[config.mk]
export PLATFORM = sky130hd
export DESIGN_NAME = mult_arbiter_ctrl_flat
export DESIGN_NICKNAME = d
export VERILOG_FILES = /design/src/rtl/mult_arbiter_ctrl_if.sv /design/src/rtl/mult_arbiter_ctrl.sv /design/src/flat_wrapper.sv
export SDC_FILE = /design/constraint.sdc
export NUM_CORES = 1
export LEC_CHECK = 0
export ABC_AREA = 1
export BUFFER_PORTS_ARGS = -buffer_cell sky130_fd_sc_hd__buf_2
export CORE_ASPECT_RATIO = 0.8
export CORE_MARGIN = 3
export CORE_UTILIZATION = 35
export CTS_BUF_LIST = sky130_fd_sc_hd__clkbuf_2
export DETAILED_ROUTE_END_ITERATION = 8
export SLEW_MARGIN = 0
export SYNTH_ARGS = -nofsm -noshare
export SYNTH_HDL_FRONTEND = slang
export SYNTH_SLANG_ARGS = --single-unit
[constraint.sdc]
create_clock -name clk -period 4.3 [get_ports clk]
set_input_delay 1.29 -clock clk [delete_from_list [all_inputs] [get_ports clk]]
set_output_delay 1.29 -clock clk [all_outputs]
set_load 0.03 [all_outputs]
[src/rtl/mult_arbiter_ctrl_if.sv]
// Requester-side handshake and product-response bundle for the shared
// multiplier controller.
interface mult_arbiter_ctrl_if #(
  parameter int NREQ  = 4,
  parameter int WIDTH = 4,
  parameter int IDW   = 2
);
  logic [NREQ-1:0]       req_valid;
  logic [NREQ*WIDTH-1:0] req_a;
  logic [NREQ*WIDTH-1:0] req_b;
  logic [NREQ-1:0]       req_ready;
  logic                  rsp_valid;
  logic [2*WIDTH-1:0]    rsp_data;
  logic [IDW-1:0]        rsp_id;
  logic                  busy;

  modport master (
    output req_valid, req_a, req_b,
    input  req_ready, rsp_valid, rsp_data, rsp_id, busy
  );

  modport slave (
    input  req_valid, req_a, req_b,
    output req_ready, rsp_valid, rsp_data, rsp_id, busy
  );
endinterface

[src/rtl/mult_arbiter_ctrl.sv]
// Round-robin arbiter in front of one sequential shift-add multiplier; each
// accepted operand pair returns a tagged product WIDTH cycles later.
module mult_arbiter_ctrl #(
  parameter int NREQ  = 4,
  parameter int WIDTH = 4,
  parameter int IDW   = 2
) (
  input  logic                clk,
  input  logic                rst_n,
  mult_arbiter_ctrl_if.slave  bus
);

  localparam int CNTW = (WIDTH > 1) ? $clog2(WIDTH) : 1;

  typedef enum logic [1:0] {IDLE, CALC, DONE} state_t;

  state_t               state_q, state_d;
  logic [IDW-1:0]       ptr_q, id_q;
  logic [WIDTH-1:0]     a_q, b_q;
  logic [2*WIDTH:0]     acc_q;
  logic [CNTW-1:0]      cnt_q;
  logic [2*WIDTH-1:0]   rsp_data_q;
  logic [IDW-1:0]       rsp_id_q;
  logic                 busy_q;

  logic                 hi_any, lo_any, grant_any;
  logic [IDW-1:0]       hi_idx, lo_idx, grant_idx;
  logic [WIDTH-1:0]     a_sel, b_sel;
  logic [2*WIDTH:0]     acc_add, acc_step;
  logic                 last_bit;

  // Rotating priority: lowest valid index at or above ptr wins, otherwise the
  // lowest valid index overall (the wrapped part of the search).
  // NOTE: every always_comb output gets a default first so no path can infer a latch.
  always_comb begin
    hi_any = 1'b0;
    lo_any = 1'b0;
    hi_idx = '0;
    lo_idx = '0;
    for (int i = NREQ - 1; i >= 0; i--) begin
      if (bus.req_valid[i]) begin
        lo_any = 1'b1;
        lo_idx = IDW'(i);
        if (IDW'(i) >= ptr_q) begin
          hi_any = 1'b1;
          hi_idx = IDW'(i);
        end
      end
    end
    grant_any = lo_any;
    grant_idx = hi_any ? hi_idx : lo_idx;
  end

  always_comb begin
    a_sel = '0;
    b_sel = '0;
    for (int i = 0; i < NREQ; i++) begin
      if (grant_idx == IDW'(i)) begin
        a_sel = bus.req_a[i*WIDTH +: WIDTH];
        b_sel = bus.req_b[i*WIDTH +: WIDTH];
      end
    end
  end

  // Ready is forced low while reset is held so no transfer is signalled then.
  always_comb begin
    bus.req_ready = '0;
    if (rst_n && state_q == IDLE && grant_any) begin
      bus.req_ready = NREQ'(1) << grant_idx;
    end
  end

  // One shift-add step: conditionally add a into the upper WIDTH+1 bits, then
  // shift right. The extra acc bit only ever holds the carry of that add.
  always_comb begin
    acc_add = acc_q;
    if (b_q[0]) begin
      acc_add = {acc_q[2*WIDTH:WIDTH] + {1'b0, a_q}, acc_q[WIDTH-1:0]};
    end
    acc_step = acc_add >> 1;
    last_bit = (cnt_q == CNTW'(WIDTH - 1));
  end

  always_comb begin
    state_d       = state_q;
    bus.rsp_valid = 1'b0;
    case (state_q)
      IDLE: if (grant_any) state_d = CALC;
      CALC: if (last_bit)  state_d = DONE;
      DONE: begin
        bus.rsp_valid = 1'b1;
        state_d       = IDLE;
      end
      default: state_d = IDLE;
    endcase
  end

  // NOTE: sequential state uses non-blocking assignments only, so every
  // register samples pre-edge values regardless of block ordering.
  always_ff @(posedge clk or negedge rst_n) begin
    if (!rst_n) state_q <= IDLE;
    else        state_q <= state_d;
  end

  // NOTE: the datapath registers are reset as well, so an abort leaves no stale
  // product visible on rsp_data.
  always_ff @(posedge clk or negedge rst_n) begin
    if (!rst_n) begin
      ptr_q      <= '0;
      id_q       <= '0;
      a_q        <= '0;
      b_q        <= '0;
      acc_q      <= '0;
      cnt_q      <= '0;
      rsp_data_q <= '0;
      rsp_id_q   <= '0;
      busy_q     <= 1'b0;
    end else begin
      busy_q <= (state_d != IDLE);
      case (state_q)
        IDLE: begin
          if (grant_any) begin
            a_q   <= a_sel;
            b_q   <= b_sel;
            acc_q <= '0;
            cnt_q <= '0;
            id_q  <= grant_idx;
            ptr_q <= (grant_idx == IDW'(NREQ - 1)) ? '0 : grant_idx + 1'b1;
          end
        end
        CALC: begin
          acc_q <= acc_step;
          b_q   <= b_q >> 1;
          cnt_q <= cnt_q + 1'b1;
          if (last_bit) begin
            rsp_data_q <= acc_step[2*WIDTH-1:0];
            rsp_id_q   <= id_q;
          end
        end
        default: ;
      endcase
    end
  end

  assign bus.rsp_data = rsp_data_q;
  assign bus.rsp_id   = rsp_id_q;
  assign bus.busy     = busy_q;

endmodule

[src/flat_wrapper.sv]
// flat-port wrapper written by rule: the top's interface ports become plain ports
module mult_arbiter_ctrl_flat 
#(
  parameter int NREQ  = 4,
  parameter int WIDTH = 4,
  parameter int IDW   = 2
)
  (clk, rst_n, bus_req_valid, bus_req_a, bus_req_b, bus_req_ready, bus_rsp_valid, bus_rsp_data, bus_rsp_id, bus_busy);
  mult_arbiter_ctrl_if #(.NREQ(NREQ), .WIDTH(WIDTH), .IDW(IDW)) bus_i ();
  input  logic clk;
  input  logic rst_n;
  input wire logic [$bits(bus_i.req_valid)-1:0] bus_req_valid;
  input wire logic [$bits(bus_i.req_a)-1:0] bus_req_a;
  input wire logic [$bits(bus_i.req_b)-1:0] bus_req_b;
  output wire logic [$bits(bus_i.req_ready)-1:0] bus_req_ready;
  output wire logic [$bits(bus_i.rsp_valid)-1:0] bus_rsp_valid;
  output wire logic [$bits(bus_i.rsp_data)-1:0] bus_rsp_data;
  output wire logic [$bits(bus_i.rsp_id)-1:0] bus_rsp_id;
  output wire logic [$bits(bus_i.busy)-1:0] bus_busy;
  assign bus_i.req_valid = bus_req_valid;
  assign bus_i.req_a = bus_req_a;
  assign bus_i.req_b = bus_req_b;
  assign bus_req_ready = bus_i.req_ready;
  assign bus_rsp_valid = bus_i.rsp_valid;
  assign bus_rsp_data = bus_i.rsp_data;
  assign bus_rsp_id = bus_i.rsp_id;
  assign bus_busy = bus_i.busy;
  mult_arbiter_ctrl #(.NREQ(NREQ), .WIDTH(WIDTH), .IDW(IDW)) u_core (.clk(clk), .rst_n(rst_n), .bus(bus_i));
endmodule
==> flow_metrics.tcl <==
set metrics [dict create \
    first_global_vias 1711 \
    wl_mm 4.49 \
    fillCellCount 530 \
    leakage_uw 0.00129 \
    fin_setup_tns_ps 0 \
    area_growth_pct 18.5 \
    syn_area_per_cell_sq_um 7.80 \
    setup_viol 0 \
    cts-root-buf "clkbuf_2" \
    postSynthCellCount 251 \
    grt.total_usage_pct 15.2 \
    die_w_microns 89.6 \
    antenna_found_initial 0 \
    p_per_area_nw_per_um2 719 \
    slew_violations 0 \
    synthTopCellsByArea "dfrtp_1 (43%), nand2_1 (15%), ha_1 (5.8%), a21oi_1 (5.1%), inv_1 (4.8%)" \
    drt_first_pass_iters 4 \
    yosysMostFrequentCell "nand2_1" \
    irDropWorstVdd_uv 191 \
    critPathArrivalTime_ps 2570 \
    start_kind "input pin" \
    routabilityCongestion 0.818 \
    clock_latency_ps 380 \
    cts_max_path_buffers 2 \
    drive_above_1_share_pct 25.6 \
    path_class "in -> out" \
    cts_tree "built" \
    io-pin-count 54 \
    synth_ff_type "dfrtp_1" \
    synth_top_cell_by_area "dfrtp_1" \
    crit_required_ps 3010 \
    drv_cap 0 \
    yosys_warnings 0 \
    drtIter0Drc 107 \
    synth_top_family_by_area "simple AND/OR/NAND/NOR gates" \
    synth_nets 299 \
    viasPerCell 4.64 \
    grt_max_degree 35 \
    clk_pin_slew_ps 160 \
    finalNetCount 356 \
    clock_skew_ps 5.35 \
    synthMuxAreaShare_pct 0 \
    drtAntennaViolNets 0 \
    synth_async_sr_flop_share_pct 100 \
    yosys_register_bits 34 \
    cts_resized 0 \
    die_area_sq_um 6530 \
    cts_made_buffers 5 \
    synth_commonest_cells "nand2_1 (76), dfrtp_1 (34), inv_1 (25)" \
    finalCritPeriodShare_pct 89.7 \
    placed_cell_area_sq_um 2280 \
    syn_area_sq_um 1960 \
    wire_per_inst_microns 11.7 \
    cp_max_fo 5 \
    post_cts_buffers 0 \
    synth_xor_area_share_pct 0 \
    dpl.cell_count 376 \
    grt-ovfl-total 0 \
    cts_sinks 34 \
    ys_seq_area_share_pct 43.5 \
    synth_adder_area_share_pct 6.78 \
    synth_cell_types 25 \
    core_sq_um 5210 \
    n_antenna_cell 0 \
    synthSimpleGateAreaFrac_pct 27.0 \
    final_area_sq_um 2320 \
    initial_core_util_pct 37.6 \
    io_buffers 53 \
    vias 1776 \
    synth_top_area_share_pct 43.5 \
    die_h_microns 72.9 \
    grt_pass1_wl_mm 7.70 \
    hold_class "reg -> reg" \
    hold_viol_final 0 \
    status "finished, final reports clean" \
    grt_setup_unrepaired "no" \
    h-tree-depth 2 \
    crit_path_end_kind "primary output" \
    drcViolationCount 0 \
    synth_compound_area_share_pct 13.9 \
    worstMarginPinSlew_ps 450 \
    num_rows 23 \
    dp_hpwl_mm 3.46 \
    finalCriticalPeriod_ps 3860 \
    fin_cells 383 \
    hold_buffers 0 \
    max_slew_margin_pct 69.9 \
    max_freq_mhz 259 \
    synth-edff-count 0 \
]
sequential cells by signal, summed over array words and instances (netlist names):
name and cells:
u_core.state_q 2, u_core.id_q 2, u_core.ptr_q 2, u_core.cnt_q 2
u_core.bus.rsp_id 2, u_core.bus.rsp_data 8, u_core.bus.busy 1, u_core.acc_q 7
u_core.a_q 4, u_core.b_q 4
power by group:
group | internal, uW | total (uW) | leakage [uW] | switching (uW)
clock network | 35.2 | 142 | 0.0000286 | 106
logic | 335 | 976 | 0.000835 | 642
registers | 463 | 548 | 0.000427 | 84.8
total | 833 | 1670 | 0.00129 | 833
placed cells by master, fill, tap and decap left out:
master / Yosys / final
dfrtp_1: 34 / 34
fa_1: 1 / 1
buf_4: 1 / 4
nand3_1: 13 / 13
or2_2: 1 / 1
ha_1: 9 / 9
o22ai_1: 5 / 5
clkbuf_2: 0 / 5
inv_1: 25 / 25
nor2_8: 1 / 1
nand3_2: 1 / 1
inv_2: 4 / 4
a21oi_1: 20 / 20
nand2_2: 1 / 1
o211ai_1: 4 / 4
nor2_2: 1 / 1
clkinv_2: 0 / 2
a21oi_2: 2 / 2
nand2_4: 3 / 3
and2_1: 1 / 1
o21ai_0: 11 / 11
o21ai_2: 1 / 1
buf_2: 2 / 53
o21ai_1: 6 / 6
nand2_1: 76 / 76
nor2_1: 24 / 24
cell type report:
type / instances / area, sq um / share of cell area [%]
well taps: 75 / 93.8 / 4.05
multi-input cells: 181 / 935 / 40.3
flip-flops and latches: 34 / 851 / 36.7
clock inverters: 2 / 10.0 / 0.432
clock buffers: 5 / 25.0 / 1.08
repair buffers: 57 / 295 / 12.7
inverters: 29 / 109 / 4.70
cell families (layout without fill, tap and decap cells):
kind of cell | after synthesis | in the layout
flops | 34 | 34
simple gates | 122 | 122
fa+ha+maj | 10 | 10
buf+inv | 36 | 93
compound gates | 49 | 49
per-layer routing:
metal	track usage, %	part of all wire, %	routed length (microns)
met4	4.13	1.2	55
met3	4.29	5.1	230
met1	22.3	51	2300
met5	0	0	0
met2	21.8	42	1900
worst max-delay path: stages:
cell,delay [ps]
buf_2,120
inv_1,60
nand2_1,40
nand2_1,50
nand2_1,50
nand3_1,90
nand2_1,110
inv_1,100
ha_1,270
inv_1,80
nor2_1,100
buf_2,200
per-stage QoR:
stage	total power [uW]	hold WS [ps]	setup slack, ps	util [%]
global route	1860	524	317	44.5
global placement	1520	457	491	43.8
CTS	1680	500	443	44.5
finish	1670	491	442	44.5
floorplan	1320	442	378	-
detailed placement	1540	461	449	43.8
worst paths after layout:
kind / endpoint / slack [ps] / cells past startpoint / from
worst min register to register: u_core.bus.rsp_id[1] / 490 / 2 / u_core.bus.rsp_id[1]
worst max-delay path: bus_req_ready[3] / 440 / 12 / bus_req_valid[2]
worst min-delay path: u_core.bus.rsp_id[1] / 490 / 2 / u_core.bus.rsp_id[1]
min in group asynchronous: u_core.bus.rsp_data[4] / 950 / 2 / rst_n
max in group asynchronous: u_core.b_q[1] / 3060 / 2 / rst_n
worst max register to register: u_core.b_q[0] / 2250 / 12 / u_core.ptr_q[1]
No activity file was read; power rests on OpenSTA's default activity.
